**src/rtl/ad9231_cfg_sequencer.sv**
```systemverilog
// AD9231 SPI configuration sequencer: runs the boot register table after reset,
// serves runtime host register writes and gates the ADC data-capture path.
// A single 24-bit write serializer is shared by boot, restart and host traffic.
`timescale 1ns/1ps
module ad9231_cfg_sequencer #(
    parameter int unsigned CLK_DIV   = 10,
    parameter int unsigned CS_GAP    = 20,
    parameter logic [7:0]  REG14_VAL = 8'h20,
    parameter logic [7:0]  REG2E_VAL = 8'h00
) (
    input  logic        clk_200m,
    input  logic        rst,
    input  logic        restart,
    input  logic        host_req,
    input  logic [12:0] host_addr,
    input  logic [7:0]  host_data,
    output logic        host_ack,
    output logic        spi_sclk,
    output logic        spi_csb,
    output logic        spi_sdio,
    output logic        busy,
    output logic        cfg_done,
    output logic        adc_read_enable
);

    localparam int unsigned DIV_W = $clog2(CLK_DIV) + 1;
    localparam int unsigned GAP_W = (CS_GAP > 1) ? $clog2(CS_GAP) : 1;
    localparam logic [DIV_W-1:0] DIV_LAST = DIV_W'(CLK_DIV - 1);
    localparam logic [DIV_W-1:0] DIV_ZERO = {DIV_W{1'b0}};
    localparam logic [DIV_W-1:0] DIV_ONE  = DIV_W'(1);
    localparam logic [GAP_W-1:0] GAP_LAST = GAP_W'(CS_GAP - 1);
    localparam logic [GAP_W-1:0] GAP_ZERO = {GAP_W{1'b0}};
    localparam logic [GAP_W-1:0] GAP_ONE  = GAP_W'(1);
    localparam logic [4:0]       BIT_LAST = 5'd23;

    typedef enum logic [2:0] {
        SEQ_IDLE = 3'd0,
        SEQ_BOOT = 3'd1,
        SEQ_RUN  = 3'd2,
        SEQ_HOST = 3'd3,
        SEQ_ACK  = 3'd4
    } seq_state_t;

    typedef enum logic [2:0] {
        SER_IDLE = 3'd0,
        SER_LEAD = 3'd1,
        SER_HIGH = 3'd2,
        SER_LOW  = 3'd3,
        SER_TAIL = 3'd4,
        SER_GAP  = 3'd5
    } ser_state_t;

    // Frame word for the entry the sequencer is about to launch:
    // R/W=0, W1:W0=00, 13-bit address, 8-bit data.
    function automatic logic [23:0] frame_word(input seq_state_t st,
                                               input logic [1:0]  idx,
                                               input logic [12:0] haddr,
                                               input logic [7:0]  hdata);
        logic [12:0] a;
        logic [7:0]  d;
        a = 13'h0FF;
        d = 8'h01;
        case (st)
            SEQ_BOOT: begin
                case (idx)
                    2'd0:    begin a = 13'h014; d = REG14_VAL; end
                    2'd1:    begin a = 13'h02E; d = REG2E_VAL; end
                    default: begin a = 13'h0FF; d = 8'h01;     end
                endcase
            end
            SEQ_HOST: begin
                if (idx == 2'd0) begin
                    a = haddr;
                    d = hdata;
                end else begin
                    a = 13'h0FF;
                    d = 8'h01;
                end
            end
            default: begin
                a = 13'h0FF;
                d = 8'h01;
            end
        endcase
        return {1'b0, 2'b00, a, d};
    endfunction

    seq_state_t        state_q, state_d;
    logic [1:0]        idx_q, idx_d;
    logic              issued_q, issued_d;
    logic              done_seen_q, done_seen_d;
    logic              cfg_done_q, cfg_done_d;
    logic              busy_q, busy_d;
    logic              adc_en_q, adc_en_d;
    logic              host_ack_q, host_ack_d;

    ser_state_t        ser_q, ser_d;
    logic [DIV_W-1:0]  div_q, div_d;
    logic [4:0]        bit_q, bit_d;
    logic [GAP_W-1:0]  gap_q, gap_d;
    logic [22:0]       shift_q, shift_d;
    logic              sclk_q, sclk_d;
    logic              csb_q, csb_d;
    logic              sdio_q, sdio_d;
    logic              fr_done_q, fr_done_d;

    logic              fr_start_s;
    logic [23:0]       fr_word_s;
    logic              ser_ready_s;
    logic              frame_over_s;
    logic              host_last_s;

    // The serializer accepts a new frame once idle or in the last gap cycle,
    // so back-to-back frames see exactly CS_GAP cycles of chip-select high.
    assign ser_ready_s  = (ser_q == SER_IDLE) || ((ser_q == SER_GAP) && (gap_q == GAP_LAST));
    assign frame_over_s = issued_q && (done_seen_q || fr_done_q) && ser_ready_s;
    assign host_last_s  = (idx_q == 2'd1) || (host_addr == 13'h0FF);

    // Sequencer next state: boot table, run, host write with optional transfer frame.
    always_comb begin
        state_d     = state_q;
        idx_d       = idx_q;
        issued_d    = issued_q;
        done_seen_d = done_seen_q | fr_done_q;
        cfg_done_d  = cfg_done_q;
        fr_start_s  = 1'b0;
        case (state_q)
            SEQ_IDLE: begin
                state_d     = SEQ_BOOT;
                idx_d       = 2'd0;
                issued_d    = 1'b0;
                done_seen_d = 1'b0;
            end
            SEQ_BOOT: begin
                if (!issued_q) begin
                    if (ser_ready_s) begin
                        fr_start_s  = 1'b1;
                        issued_d    = 1'b1;
                        done_seen_d = 1'b0;
                    end else begin
                        fr_start_s  = 1'b0;
                    end
                end else if (frame_over_s) begin
                    if (idx_q == 2'd2) begin
                        cfg_done_d  = 1'b1;
                        state_d     = SEQ_RUN;
                        issued_d    = 1'b0;
                        done_seen_d = 1'b0;
                    end else begin
                        idx_d       = idx_q + 2'd1;
                        fr_start_s  = 1'b1;
                        done_seen_d = 1'b0;
                    end
                end else begin
                    fr_start_s = 1'b0;
                end
            end
            SEQ_HOST: begin
                if (!issued_q) begin
                    if (ser_ready_s) begin
                        fr_start_s  = 1'b1;
                        issued_d    = 1'b1;
                        done_seen_d = 1'b0;
                    end else begin
                        fr_start_s  = 1'b0;
                    end
                end else if (frame_over_s) begin
                    if (host_last_s) begin
                        state_d     = SEQ_ACK;
                        issued_d    = 1'b0;
                        done_seen_d = 1'b0;
                    end else begin
                        idx_d       = 2'd1;
                        fr_start_s  = 1'b1;
                        done_seen_d = 1'b0;
                    end
                end else begin
                    fr_start_s = 1'b0;
                end
            end
            SEQ_ACK: begin
                state_d  = SEQ_RUN;
                issued_d = 1'b0;
            end
            SEQ_RUN: begin
                // restart wins over a simultaneous host request; the request stays pending
                if (restart) begin
                    state_d    = SEQ_BOOT;
                    idx_d      = 2'd0;
                    cfg_done_d = 1'b0;
                    issued_d   = 1'b0;
                end else if (host_req) begin
                    state_d  = SEQ_HOST;
                    idx_d    = 2'd0;
                    issued_d = 1'b0;
                end else begin
                    state_d = SEQ_RUN;
                end
            end
            default: begin
                state_d     = SEQ_IDLE;
                idx_d       = 2'd0;
                issued_d    = 1'b0;
                done_seen_d = 1'b0;
            end
        endcase
        // Outputs follow the next state so they change on the same edge as the state.
        busy_d     = (state_d == SEQ_BOOT) || (state_d == SEQ_HOST) || (state_d == SEQ_ACK);
        adc_en_d   = (state_d == SEQ_RUN);
        host_ack_d = (state_d == SEQ_ACK);
        fr_word_s  = frame_word(state_d, idx_d, host_addr, host_data);
    end

    // Serializer next state: lead-in, 24 SCLK periods, tail, then chip-select gap.
    always_comb begin
        ser_d     = ser_q;
        div_d     = div_q;
        bit_d     = bit_q;
        gap_d     = gap_q;
        shift_d   = shift_q;
        sclk_d    = sclk_q;
        csb_d     = csb_q;
        sdio_d    = sdio_q;
        fr_done_d = 1'b0;
        case (ser_q)
            SER_IDLE: begin
                if (fr_start_s) begin
                    shift_d = fr_word_s[22:0];
                    sdio_d  = fr_word_s[23];
                    csb_d   = 1'b0;
                    div_d   = DIV_ZERO;
                    bit_d   = 5'd0;
                    ser_d   = SER_LEAD;
                end else begin
                    ser_d = SER_IDLE;
                end
            end
            SER_LEAD: begin
                if (div_q == DIV_LAST) begin
                    div_d  = DIV_ZERO;
                    sclk_d = 1'b1;
                    ser_d  = SER_HIGH;
                end else begin
                    div_d = div_q + DIV_ONE;
                end
            end
            SER_HIGH: begin
                // falling SCLK edge: present the next bit
                if (div_q == DIV_LAST) begin
                    div_d   = DIV_ZERO;
                    sclk_d  = 1'b0;
                    sdio_d  = shift_q[22];
                    shift_d = {shift_q[21:0], 1'b0};
                    ser_d   = SER_LOW;
                end else begin
                    div_d = div_q + DIV_ONE;
                end
            end
            SER_LOW: begin
                if (div_q == DIV_LAST) begin
                    div_d = DIV_ZERO;
                    if (bit_q == BIT_LAST) begin
                        ser_d = SER_TAIL;
                    end else begin
                        bit_d  = bit_q + 5'd1;
                        sclk_d = 1'b1;
                        ser_d  = SER_HIGH;
                    end
                end else begin
                    div_d = div_q + DIV_ONE;
                end
            end
            SER_TAIL: begin
                if (div_q == DIV_LAST) begin
                    div_d     = DIV_ZERO;
                    csb_d     = 1'b1;
                    sdio_d    = 1'b0;
                    fr_done_d = 1'b1;
                    gap_d     = GAP_ZERO;
                    ser_d     = SER_GAP;
                end else begin
                    div_d = div_q + DIV_ONE;
                end
            end
            SER_GAP: begin
                if (gap_q == GAP_LAST) begin
                    if (fr_start_s) begin
                        shift_d = fr_word_s[22:0];
                        sdio_d  = fr_word_s[23];
                        csb_d   = 1'b0;
                        div_d   = DIV_ZERO;
                        bit_d   = 5'd0;
                        ser_d   = SER_LEAD;
                    end else begin
                        ser_d = SER_IDLE;
                    end
                end else begin
                    gap_d = gap_q + GAP_ONE;
                end
            end
            default: begin
                ser_d  = SER_IDLE;
                csb_d  = 1'b1;
                sclk_d = 1'b0;
                sdio_d = 1'b0;
            end
        endcase
    end

    // State and output registers; reset idles the SPI pins immediately, even mid-frame.
    always_ff @(posedge clk_200m or posedge rst) begin
        if (rst) begin
            state_q     <= SEQ_IDLE;
            idx_q       <= 2'd0;
            issued_q    <= 1'b0;
            done_seen_q <= 1'b0;
            cfg_done_q  <= 1'b0;
            busy_q      <= 1'b0;
            adc_en_q    <= 1'b0;
            host_ack_q  <= 1'b0;
            ser_q       <= SER_IDLE;
            div_q       <= DIV_ZERO;
            bit_q       <= 5'd0;
            gap_q       <= GAP_ZERO;
            shift_q     <= 23'd0;
            sclk_q      <= 1'b0;
            csb_q       <= 1'b1;
            sdio_q      <= 1'b0;
            fr_done_q   <= 1'b0;
        end else begin
            state_q     <= state_d;
            idx_q       <= idx_d;
            issued_q    <= issued_d;
            done_seen_q <= done_seen_d;
            cfg_done_q  <= cfg_done_d;
            busy_q      <= busy_d;
            adc_en_q    <= adc_en_d;
            host_ack_q  <= host_ack_d;
            ser_q       <= ser_d;
            div_q       <= div_d;
            bit_q       <= bit_d;
            gap_q       <= gap_d;
            shift_q     <= shift_d;
            sclk_q      <= sclk_d;
            csb_q       <= csb_d;
            sdio_q      <= sdio_d;
            fr_done_q   <= fr_done_d;
        end
    end

    assign host_ack        = host_ack_q;
    assign spi_sclk        = sclk_q;
    assign spi_csb         = csb_q;
    assign spi_sdio        = sdio_q;
    assign busy            = busy_q;
    assign cfg_done        = cfg_done_q;
    assign adc_read_enable = adc_en_q;

endmodule

```
**config.mk**
```make
export PLATFORM = sky130hd
export DESIGN_NAME = ad9231_cfg_sequencer
export DESIGN_NICKNAME = d
export VERILOG_FILES = /design/src/rtl/ad9231_cfg_sequencer.sv
export SDC_FILE = /design/constraint.sdc
export NUM_CORES = 1
export LEC_CHECK = 0
export ABC_AREA = 1
export BUFFER_PORTS_ARGS = -buffer_cell sky130_fd_sc_hd__buf_2
export CAP_MARGIN = 40
export CORE_ASPECT_RATIO = 2
export CORE_UTILIZATION = 57
export CTS_BUF_LIST = sky130_fd_sc_hd__clkbuf_4
export DETAILED_ROUTE_END_ITERATION = 10
export GPL_ROUTABILITY_DRIVEN = 0
export PLACE_DENSITY_LB_ADDON = 0.1
export SKIP_CTS_REPAIR_TIMING = 1
export SLEW_MARGIN = 10
export SYNTH_ARGS = -nofsm -noshare
export SYNTH_HDL_FRONTEND = slang
export SYNTH_SLANG_ARGS = --single-unit
```
**constraint.sdc**
```tcl
create_clock -name clk_200m -period 2.5 [get_ports clk_200m]
set_clock_uncertainty 0.1 [all_clocks]
set_input_delay 0.125 -clock clk_200m [delete_from_list [all_inputs] [get_ports clk_200m]]
set_output_delay 0.125 -clock clk_200m [all_outputs]
set_load 0.005 [all_outputs]
```
==> impl_metrics.json <==
{
  "cts_tree": "built",
  "instances_no_fill": 545,
  "fin_crit_sh": 0.897,
  "hold_depth": 7,
  "fmax_mhz": 446,
  "critPathTopFamily": "simple AND/OR/NAND/NOR gates",
  "r2r_slack_ns": 0.26,
  "power.leakage_nw": 1.89,
  "relSlewSlack": 0.530,
  "crit_arrival_ns": 2.46,
  "initialDrtViolationCount": 111,
  "ys_types": 39,
  "crit_type": "flop to flop",
  "overflow": 0,
  "setup_viol": 0,
  "final_cell_mix": "101 x nand2_1, 76 x nor2_1, 54 x dfrtp_1",
  "io_pins": 32,
  "io_buffers": 31,
  "cts.path.max_buffers": 2,
  "min_to": "shift_q[0]$_DFFE_PP0P_",
  "cellPowerDensity_nw_per_um2": 395,
  "timing.final.hold_violations": 1,
  "numCtsBuffers": 5,
  "place_area_um2": 3490,
  "tightest_slew_ns": 0.705,
  "worstPathMaxFanout": 20,
  "final_cell_area_um2": 3760,
  "required_ns": 2.71,
  "start_kind": "flop",
  "wl_mm": 7.11,
  "fp.coreArea_um2": 5470,
  "placed_cells": 519,
  "yosys_warnings": 0,
  "yosysSeqAreaShare": 0.427,
  "die_area_um2": 6090,
  "hp-class": "input pin to flop",
  "first_global_vias": 2854,
  "worstReg2RegStart": "ser_q[1]$_DFFE_PP0P_",
  "ys_seq_elements": 56,
  "vdd_drop_max_mv": 0.469,
  "violations": "negative hold slack",
  "cp-startpoint": "ser_q[1]$_DFFE_PP0P_",
  "hpwlAfterDp_mm": 5.14,
  "cp_cell_sequence": "nor2_2 > nand2_2 > nand2_2 > nand3_4 > inv_2 > nand2_2 > nand2_1 > nand2_1 > nand2_2 > nand2_2 > nor2_2 > buf_6 > nand2_1 > nand2_1 > nand2_1 > nand2_1 > nand2_1",
  "first_pass_iters": 4,
  "synth-async-reset-ratio": 1.00,
  "clk_pin_slew_ns": 0.16,
  "clock-sinks": 56,
  "synthCells": 432,
  "grt_max_degree": 57,
  "rr_endpoint": "shift_q[8]$_DFFE_PP0P_",
  "fin_ws_ns": 0.257,
  "htreeDepth": 2,
  "synthesis.area_um2": 3280,
  "cp_num_buf_inv": 2,
  "worstHoldStart": "host_data[0]",
  "final_common_cell": "nand2_1",
  "synth_flop_cell": "dfrtp_1",
  "drive_above_1_share": 0.173,
  "utilization": 0.688,
  "num_vias": 2906,
  "outcome": "complete, but fails checks",
  "p_total_mw": 1.49,
  "setup_tns_ns": 0,
  "rows": 38,
  "cpPeakStageDelay_ns": 0.48,
  "wl_per_cell_um": 13.0,
  "grt_pass1_wl_mm": 12.0,
  "syn_avg_cell_area_um2": 7.60,
  "cpMaxStageDelayCell": "dfrtp_1",
  "die_w_um": 55.7,
  "crit_cells": 17,
  "antenna_left": 0,
  "clock_latency_ns": 0.40,
  "nNetsFinal": 516,
  "syn_nets": 464,
  "root_buffer": "clkbuf_4",
  "critPathMostFrequentCell": "nand2_1",
  "min_period_ns": 2.24,
  "slew_violations": 0,
  "start_util": 0.601,
  "endpoint_kind": "flop",
  "track_usage": 0.251,
  "antenna_found_initial": 0,
  "drc": 0,
  "n_antenna_cell": 0,
  "pre_cts_ws_ns": 0.197,
  "drv_cap": 0,
  "whs_ns": -0.00681,
  "dieHeight_um": 109,
  "synth_edf_count": 0,
  "grt_setup_unrepaired": "false",
  "avgViaCountPerCell": 5.33,
  "area_growth_pct": 14.6,
  "rr_worst_depth": 17
}
metal layers:
| layer | up-vias | part of all wire | global-route usage |
|---|---|---|---|
| met4 | 0 | 0.029 | 0.120 |
| met5 | - | 0 | 0 |
| met3 | 17 | 0.022 | 0.0412 |
| met2 | 47 | 0.56 | 0.497 |
| met1 | 1363 | 0.39 | 0.246 |
| li1 | 1479 | - | - |
cell families (layout without fill, tap and decap cells):
| logic type | count (synthesis) | in the layout | share of synthesized area |
|---|---|---|---|
| AOI/OAI and AO/OA | 55 | 55 | 0.102 |
| xor gates and xnor gates | 4 | 4 | 0.0107 |
| adders and majority gates | 7 | 7 | 0.0267 |
| buffers and inverters | 65 | 118 | 0.0876 |
| DFF | 56 | 56 | 0.427 |
| muxes | 1 | 1 | 0.00305 |
| and+or+nand+nor | 244 | 244 | 0.342 |
Yosys cell counts, types with 3 or more instances:
| master | number | share of area |
|---|---|---|
| nand2_1 | 101 | 0.12 |
| nor2_1 | 76 | 0.087 |
| dfrtp_1 | 55 | 0.42 |
| inv_1 | 50 | 0.057 |
| nand3_1 | 17 | 0.026 |
| nand4_1 | 15 | 0.029 |
| o21ai_0 | 15 | 0.023 |
| a21oi_1 | 13 | 0.020 |
| a21oi_2 | 10 | 0.027 |
| nor3_1 | 10 | 0.015 |
| ha_1 | 7 | 0.027 |
| o21ai_1 | 7 | 0.011 |
| nand2_2 | 6 | 0.011 |
| nand2_4 | 5 | 0.017 |
| buf_6 | 4 | 0.014 |
| xor2_1 | 4 | 0.011 |
| clkbuf_1 | 3 | 0.0034 |
| inv_4 | 3 | 0.0057 |
| nand3_2 | 3 | 0.0091 |
| nand3b_1 | 3 | 0.0069 |
worst max-delay path by stage:
stage,to,slack [ns]
CTS,shift_q[6]$_DFFE_PP0P_,0.18
global placement,shift_q[8]$_DFFE_PP0P_,0.24
finish,shift_q[8]$_DFFE_PP0P_,0.26
detailed placement,shift_q[16]$_DFFE_PP0P_,0.20
global route,shift_q[8]$_DFFE_PP0P_,0.05
floorplan,shift_q[14]$_DFFE_PP0P_,0.50
cell type report:
type,count,area (µm²)
fill,492,1710
multi-input combinational,311,1600
sequential,56,1400
timing repair buffer,55,384
inverter,55,216
tap,60,75.1
clock inverter,3,42.5
clock buffer,5,37.5
worst register-to-register path, stage by stage, from the launching register on:
cell     delay (ns)
dfrtp_1        0.48
nor2_2         0.20
nand2_2        0.11
nand2_2        0.12
nand3_4        0.10
inv_2          0.09
nand2_2        0.07
nand2_1        0.06
nand2_1        0.06
nand2_2        0.08
nand2_2        0.06
nor2_2         0.10
buf_6          0.19
nand2_1        0.08
nand2_1        0.07
nand2_1        0.06
nand2_1        0.09
nand2_1        0.06
power breakdown:
part           internal [mW]  switching (mW)  leakage, nW
Combinational         0.0359          0.0353         1.13
Sequential             0.906               0        0.716
Clock                  0.209           0.301       0.0412
Total                   1.15           0.336         1.89
sequential cells by signal (all words and copies together), names as in the netlist:
name and cells:
bit_q 5, host_ack 1, div_q 5, gap_q 5, shift_q 23, cfg_done 1, issued_q 1, busy 1
spi_sclk 1, fr_done_q 1, adc_read_enable 1, ser_q 3, spi_sdio 1, spi_csb 1, state_q 3, idx_q 2
done_seen_q 1
(Power assumes the default switching activity.)
